### config.mk
export PLATFORM = sky130hd
export DESIGN_NAME = cam_frame_writer
export DESIGN_NICKNAME = d
export VERILOG_FILES = /design/src/rtl/cam_frame_writer.sv
export SDC_FILE = /design/constraint.sdc
export NUM_CORES = 1
export LEC_CHECK = 0
export CAP_MARGIN = 20
export CELL_PAD_IN_SITES_DETAIL_PLACEMENT = 2
export CELL_PAD_IN_SITES_GLOBAL_PLACEMENT = 2
export CORE_ASPECT_RATIO = 1.5
export CORE_MARGIN = 2
export CORE_UTILIZATION = 31
export DETAILED_ROUTE_END_ITERATION = 12
export HOLD_SLACK_MARGIN = 0.12
export MAX_ROUTING_LAYER = met4
export PLACE_DENSITY_LB_ADDON = 0.3
export SLEW_MARGIN = 20
export SYNTH_ARGS = -nofsm -noshare
export SYNTH_HDL_FRONTEND = slang
export SYNTH_SLANG_ARGS = --single-unit
### constraint.sdc
create_clock -name clk -period 1.7 [get_ports clk]
set_input_delay 0.34 -clock clk [delete_from_list [all_inputs] [get_ports clk]]
set_output_delay 0.34 -clock clk [all_outputs]
set_load 0.01 [all_outputs]
### src/rtl/cam_frame_writer.sv
// Write side of the QVGA frame buffer. Resamples the OV7670 byte stream into clk,
// pairs bytes into RGB565 pixels and writes them at y*H_ACTIVE + x.
module cam_frame_writer #(
    parameter int H_ACTIVE = 320,
    parameter int V_ACTIVE = 240,
    parameter int ADDR_W   = 17
) (
    input  logic              clk,
    input  logic              reset,
    input  logic              cam_pclk,
    input  logic              cam_vsync,
    input  logic              cam_href,
    input  logic [7:0]        cam_data,
    output logic              we,
    output logic [ADDR_W-1:0] wAddr,
    output logic [15:0]       wData,
    output logic              frame_active,
    output logic              frame_done,
    output logic              line_ovf
);
    localparam int X_W = $clog2(H_ACTIVE + 1);
    localparam int Y_W = $clog2(V_ACTIVE + 1);
    localparam logic [X_W-1:0]    X_LIMIT   = X_W'(H_ACTIVE);
    localparam logic [Y_W-1:0]    Y_LIMIT   = Y_W'(V_ACTIVE);
    localparam logic [ADDR_W-1:0] LINE_STEP = ADDR_W'(H_ACTIVE);

    typedef enum logic {
        WAIT_FRAME,
        ACTIVE
    } state_t;

    logic [2:0]        pclk_sr;
    logic [2:0]        vsync_sr;
    logic [2:0]        href_sr;
    logic [7:0]        data_s1;
    logic [7:0]        data_s2;
    logic              pclk_rise;
    logic              href_fall;
    logic              vsync_fall;
    logic              vsync_rise;
    state_t            state_q;
    state_t            state_d;
    logic [X_W-1:0]    x;
    logic [Y_W-1:0]    y;
    logic [ADDR_W-1:0] base;
    logic              phase;
    logic [7:0]        hi;

    // Bit 0 = s1, bit 1 = s2, bit 2 = edge-detect stage. Clearing vsync here keeps
    // a vsync that is already low at reset release from looking like a frame start.
    always_ff @(posedge clk) begin
        if (reset) begin
            pclk_sr  <= '0;
            vsync_sr <= '0;
            href_sr  <= '0;
            data_s1  <= '0;
            data_s2  <= '0;
        end else begin
            // NOTE: non-blocking assignments let every stage read the previous
            // cycle's value, so the shift chain stays a true chain of flops.
            pclk_sr  <= {pclk_sr[1:0], cam_pclk};
            vsync_sr <= {vsync_sr[1:0], cam_vsync};
            href_sr  <= {href_sr[1:0], cam_href};
            data_s1  <= cam_data;
            data_s2  <= data_s1;
        end
    end

    assign pclk_rise  =  pclk_sr[1]  & ~pclk_sr[2];
    assign href_fall  = ~href_sr[1]  &  href_sr[2];
    assign vsync_fall = ~vsync_sr[1] &  vsync_sr[2];
    assign vsync_rise =  vsync_sr[1] & ~vsync_sr[2];

    always_ff @(posedge clk) begin
        if (reset) state_q <= WAIT_FRAME;
        else       state_q <= state_d;
    end

    always_comb begin
        // NOTE: default first so every path assigns state_d and no latch is inferred.
        state_d = state_q;
        case (state_q)
            WAIT_FRAME: if (vsync_fall) state_d = ACTIVE;
            ACTIVE:     if (vsync_rise) state_d = WAIT_FRAME;
            default:    state_d = WAIT_FRAME;
        endcase
    end

    always_ff @(posedge clk) begin
        if (reset) begin
            we           <= 1'b0;
            wAddr        <= '0;
            wData        <= '0;
            frame_active <= 1'b0;
            frame_done   <= 1'b0;
            line_ovf     <= 1'b0;
            x            <= '0;
            y            <= '0;
            base         <= '0;
            phase        <= 1'b0;
            hi           <= '0;
        end else begin
            we         <= 1'b0;
            frame_done <= 1'b0;
            case (state_q)
                WAIT_FRAME: begin
                    if (vsync_fall) begin
                        x            <= '0;
                        y            <= '0;
                        base         <= '0;
                        phase        <= 1'b0;
                        frame_active <= 1'b1;
                    end
                end
                ACTIVE: begin
                    // vsync wins over a coincident href fall: that line end is dropped.
                    if (vsync_rise) begin
                        frame_done   <= 1'b1;
                        frame_active <= 1'b0;
                    end else if (href_fall) begin
                        if (x != '0 && y < Y_LIMIT) begin
                            y    <= y + Y_W'(1);
                            base <= base + LINE_STEP;
                        end
                        x     <= '0;
                        phase <= 1'b0;
                    end else if (pclk_rise && href_sr[1]) begin
                        if (!phase) begin
                            hi    <= data_s2;
                            phase <= 1'b1;
                        end else begin
                            phase <= 1'b0;
                            if (x < X_LIMIT && y < Y_LIMIT) begin
                                we    <= 1'b1;
                                wAddr <= base + ADDR_W'(x);
                                wData <= {hi, data_s2};
                            end else if (x >= X_LIMIT) begin
                                line_ovf <= 1'b1;
                            end
                            // x parks at H_ACTIVE so an over-long line cannot wrap back in range.
                            if (x < X_LIMIT) x <= x + X_W'(1);
                        end
                    end
                end
                default: ;
            endcase
        end
    end
endmodule

Yosys cells after proc, flatten, opt, wreduce, memory -nomap -nowiden --
Index checks and enable logic that the tools add are counted.
Word-level totals: flip-flop bits (word level) 106, bits of input ports 13, output and inout bits 37, logic and storage cells 90
Operators by class: $add $sub $neg 4, $lt $le $gt $ge 3, equal/unequal tests 8, mux-type cells 31, bitwise operators 14, reductions and logical operators 13
Operators with widths (number):
- 17-bit 2-to-1 mux | 4
- 9-bit 2-to-1 mux | 6
- 17-bit case mux with 2 select lines | 1
- 8-bit 2-to-1 mux | 4
- 9-bit case mux with 2 select lines | 1
- 17-bit by 9-bit adder with 17-bit output | 1
- 17-bit by 9-bit adder with 17-bit output (second input constant) | 1
- 8-bit case mux with 2 select lines | 1
- 1-bit 2-to-1 mux | 11
- 1-bit NOT | 10
- 5-bit AND reduction | 2
- 9-bit by 1-bit adder with 9-bit output (second input constant) | 1
- 9-bit >= comparator (second input constant) | 1
- 9-bit < comparator (second input constant) | 1
- 3-bit by 2-bit != test with 1-bit output (second input constant) | 3
- 9-bit nonzero test | 1
- 8-bit by 1-bit adder with 8-bit output (second input constant) | 1
- 8-bit < comparator (second input constant) | 1
- 2-bit != test (second input constant) | 4
- 7-bit AND reduction | 1
- 1-bit case mux with 2 select lines | 3
- 6-bit AND reduction | 1
- 6-bit OR reduction | 1
- 1-bit AND | 4
- 6 further kinds | 8

Logic depth before layout (Yosys ltp) --
depth in word-level cells 7, mapped depth 7, gate-level depth less buffers 6

Worst setup path before layout --
OpenSTA, ideal clock, no wires.
path kind register to register, start register x[7], end register wAddr[14], setup time 91 ps, arrival 1619 ps, data required time 1609 ps, path slack -10 ps, cell stages (with the launch flop) 7, path buffers 1, period minus slack after synthesis 1710 ps, cells stage by stage dfxtp_1 -> ha_1 -> a21o_1 -> a21oi_1 -> clkbuf_1 -> or3_1 -> a311oi_1
Between the ends: cells in the longest elaborated chain, start to end 3, elaborated cells between the ends (all ways) 4, classes of those cells 1 x add/sub; 1 x order compare; 2 x reduce/logical
Ends and longest elaborated chain:
- start: declaration | line 43 | logic [X_W-1:0] x;
- start signal: assignment | line 141 | if (x < X_LIMIT) x <= x + X_W'(1);
- 9-bit < comparator | line 133 | if (x < X_LIMIT && y < Y_LIMIT) begin
- 1-bit logical AND | line 133
- 6-bit AND reduction (no source line)
- end signal: assignment | line 135 | wAddr <= base + ADDR_W'(x);
- end: declaration | line 15 | output logic [ADDR_W-1:0] wAddr,
Several ways; a longest one is shown, not always the timed one. A chain may end at the register's enable or synchronous reset.

Final worst setup path --
start register x[1], end register y[7]
Between the ends: cells in the longest elaborated chain, start to end 4
Ends and longest elaborated chain:
- 9-bit nonzero test | line 121 | if (x != '0 && y < Y_LIMIT) begin
- 1-bit logical AND | line 121
- 2-bit by 1-bit != test with 1-bit output (no source line)
- 4-bit AND reduction (no source line)
- end signal: assignment | line 122 | y <= y + Y_W'(1);
- end: declaration | line 44 | logic [Y_W-1:0] y;
Every way passes these cells.

==> results.toml <==
[run_status]
status = "finished, violations left"
violations = "negative setup slack"

[detailed_routing]
vias = 3923
drt_iter0_markers = 102
vias_per_cell = 5.52
wl_per_cell_um = 21.9
postRouteAntennaNets = 0
first_pass_iters = 4
drc = 0
postRouteWirelength_um = 15500

[timing]
period_minus_slack_ns = 1.79
max_slew_margin_pct = 57.5
layout_setup_ws_ns = -0.0931
worst_slew_pin_slew_ns = 0.637
fin_crit_sh_pct = 105
finalHoldViolCount = 0
holdWs_ns = 0.440
fin_skew_ns = 0.00887
fmax_mhz = 558
rsz0062_at_grt = "true"
slew_viol_final = 0
setup_violations = 12

[global_routing]
antenna_found_initial = 0
grt-ovfl-total = 0
grt_pass1_vias = 4317
grt_max_degree = 61
track_usage_pct = 20.4
grt_pass1_wl_um = 23000

[pwr]
powerDensity_nw_per_um2 = 822
total_power_uw = 4790
pwr-share-comb_pct = 4.3
p_int_uw = 3650
leakage_uw = 0.00206
irDropWorstVdd_mv = 0.415
power.share.clock_pct = 45.8
switchingPower_uw = 1150
pwr-share-seq_pct = 49.9
switching_share_pct = 23.9

[setup_path]
arrival_ns = 2.05
path_depth = 8
end_kind = "flip-flop"
crit_chain = "inv_2, ha_4, nor4b_4, buf_4, a211oi_4, clkbuf_16, nand4_1, o21ai_0"
reg2reg_depth = 8
crit_required_ns = 1.95
path_max_fanout = 7
path_class = "reg -> reg"
worstSetupStartpointType = "flip-flop"
slowest_delay_ns = 0.35
cpMaxStageDelayCell = "dfxtp_2"
critPathBufInv = 3
ff2ff_setup_slack_ns = -0.09
critical-path-top-delay-family = "compound AO/OA/AOI/OAI gates"

[final_layout]
fin_nets = 564
fin_cells = 711
area_delta_synth_final_pct = 39.3
diodes = 0
final_common_cell = "dfxtp_1"
utilization_pct = 43.7
final_layout_size_suffix_gt1_share_pct = 23.1
final_cell_mix = "dfxtp_1, clkdlybuf4s50_1, buf_4"

[yosys]
synth_edf_count = 0
ys_types = 56
synth_area_per_cell_um2 = 9.10
synth.cell_area_um2 = 4190
syn-num-nets = 480
synth.ff_latch_count = 100
yosys_warnings = 0
seq_area_frac_synth_pct = 47.8
ys.flop_type = "dfxtp_1"
postSynthCellCount = 460
ys_async_sr_fraction_pct = 0

[floorplan]
num_rows = 52
die_h_um = 146
io_pins = 50
dieWidth_um = 98.9
core_area_um2 = 13300
dieArea_um2 = 14500
start_util_pct = 31.4

[place]
dpl.hpwl_um = 9580
gp_congestion = 0.778
placedCellCount = 685
port_buffers = 49
pre_cts_ws_ns = -0.399

[cts]
clockBufferDepth = 2
cts_hold_buf = 0
htreeDepth = 3
cts_root_buf = "clkbuf_16"
clk_pin_slew_worst_paths_ns = 0.08
tritoncts = "done"
cts_buffers = 9
clock_sinks = 100
insertion_delay_ns = 0.35

[min_path]
min_path_type = "reg -> reg"
worstHoldPathCells = 1

[run]
maxCapViolCount = 0
repair_timing:
action | 4_1_cts | 5_1_grt
pin swaps | 8 | 9
cloned | 1 | 3
setup buffers | 4 | 2
setup endpoints to repair | 28 | 54
gates resized for setup | 20 | 47
kinds of logic (layout without fill, tap and decap cells):
kind of cell               Yosys count  count (layout)  share of synthesized area [%]
muxes                               13              13                           3.11
buffers and inverters               46             134                           4.90
AOI/OAI and AO/OA                  148             149                           21.9
and+or+nand+nor                    142             142                           19.4
adders and majority gates            7               7                           2.09
xor gates and xnor gates             4               4                          0.837
DFF                                100             100                           47.8
registers in the layout (all words and copies together) (netlist names):
name,count
base,11
data_s1,8
data_s2,8
frame_active,1
frame_done,1
hi,8
href_sr,3
line_ovf,1
pclk_sr,3
phase,1
state_q,1
vsync_sr,3
wAddr,17
wData,16
we,1
x,9
y,8
stage by stage:
step	TNS, ns	cell area (um^2)
3_3_place_gp	-5.30	5110
2_1_floorplan	0	4190
6_report	-0.347	5830
4_1_cts	-0.0131	5580
5_1_grt	-1.77	5830
3_5_place_dp	-6.53	5110
metal layers:
layer	vias up	GRT usage [%]	wire length [um]
met5	-	-	0
met1	1964	21.3	5810
met2	75	38.4	8800
li1	1848	-	-
met3	36	2.35	297
met4	0	7.67	640
Yosys cell counts, drive strengths merged, types with 3 or more instances:
master / instances / share of area, %
dfxtp: 100 / 48
a21oi: 49 / 6.0
o21ai: 38 / 4.6
nand3: 31 / 3.8
nor2b: 26 / 3.9
a31oi: 19 / 2.8
clkbuf: 19 / 1.8
nor2: 18 / 1.6
buf: 17 / 2.2
nand2: 14 / 1.3
mux2i: 13 / 3.1
inv: 10 / 0.90
nand2b: 9 / 1.3
a211oi: 8 / 1.6
a311oi: 7 / 1.6
ha: 7 / 2.1
nand4: 6 / 0.90
or4: 6 / 1.1
nor3: 5 / 0.60
o21a: 5 / 0.90
a21o: 4 / 0.75
a41oi: 4 / 0.84
and3: 4 / 0.60
and4: 4 / 0.84
or3: 4 / 0.60
a21boi: 3 / 0.54
nor4: 3 / 0.45
o31ai: 3 / 0.54
worst paths after layout:
path / startpoint / to
min reg2reg: data_s1[6] / data_s2[6]
min: data_s1[6] / data_s2[6]
max reg2reg: x[1] / y[7]
max: x[1] / y[7]
layout make-up:
type	count	area, um^2
Clock inverter	7	87.6
Inverter	10	37.5
Multi-Input combinational cell	315	2240
Fill cell	1420	7500
Clock buffer	9	225
Tap cell	162	203
Sequential cell	100	2010
Timing Repair Buffer	108	1030
power groups by stage:
stage          Combinational [uW]  Sequential, uW  Clock, uW
2_1_floorplan                 101            2440          0
3_3_place_gp                  170            2450          0
3_5_place_dp                  178            2450          0
4_1_cts                       196            2390       2230
5_1_grt                       221            2400       2340
6_report                      206            2390       2200
(Power assumes the default switching activity.)
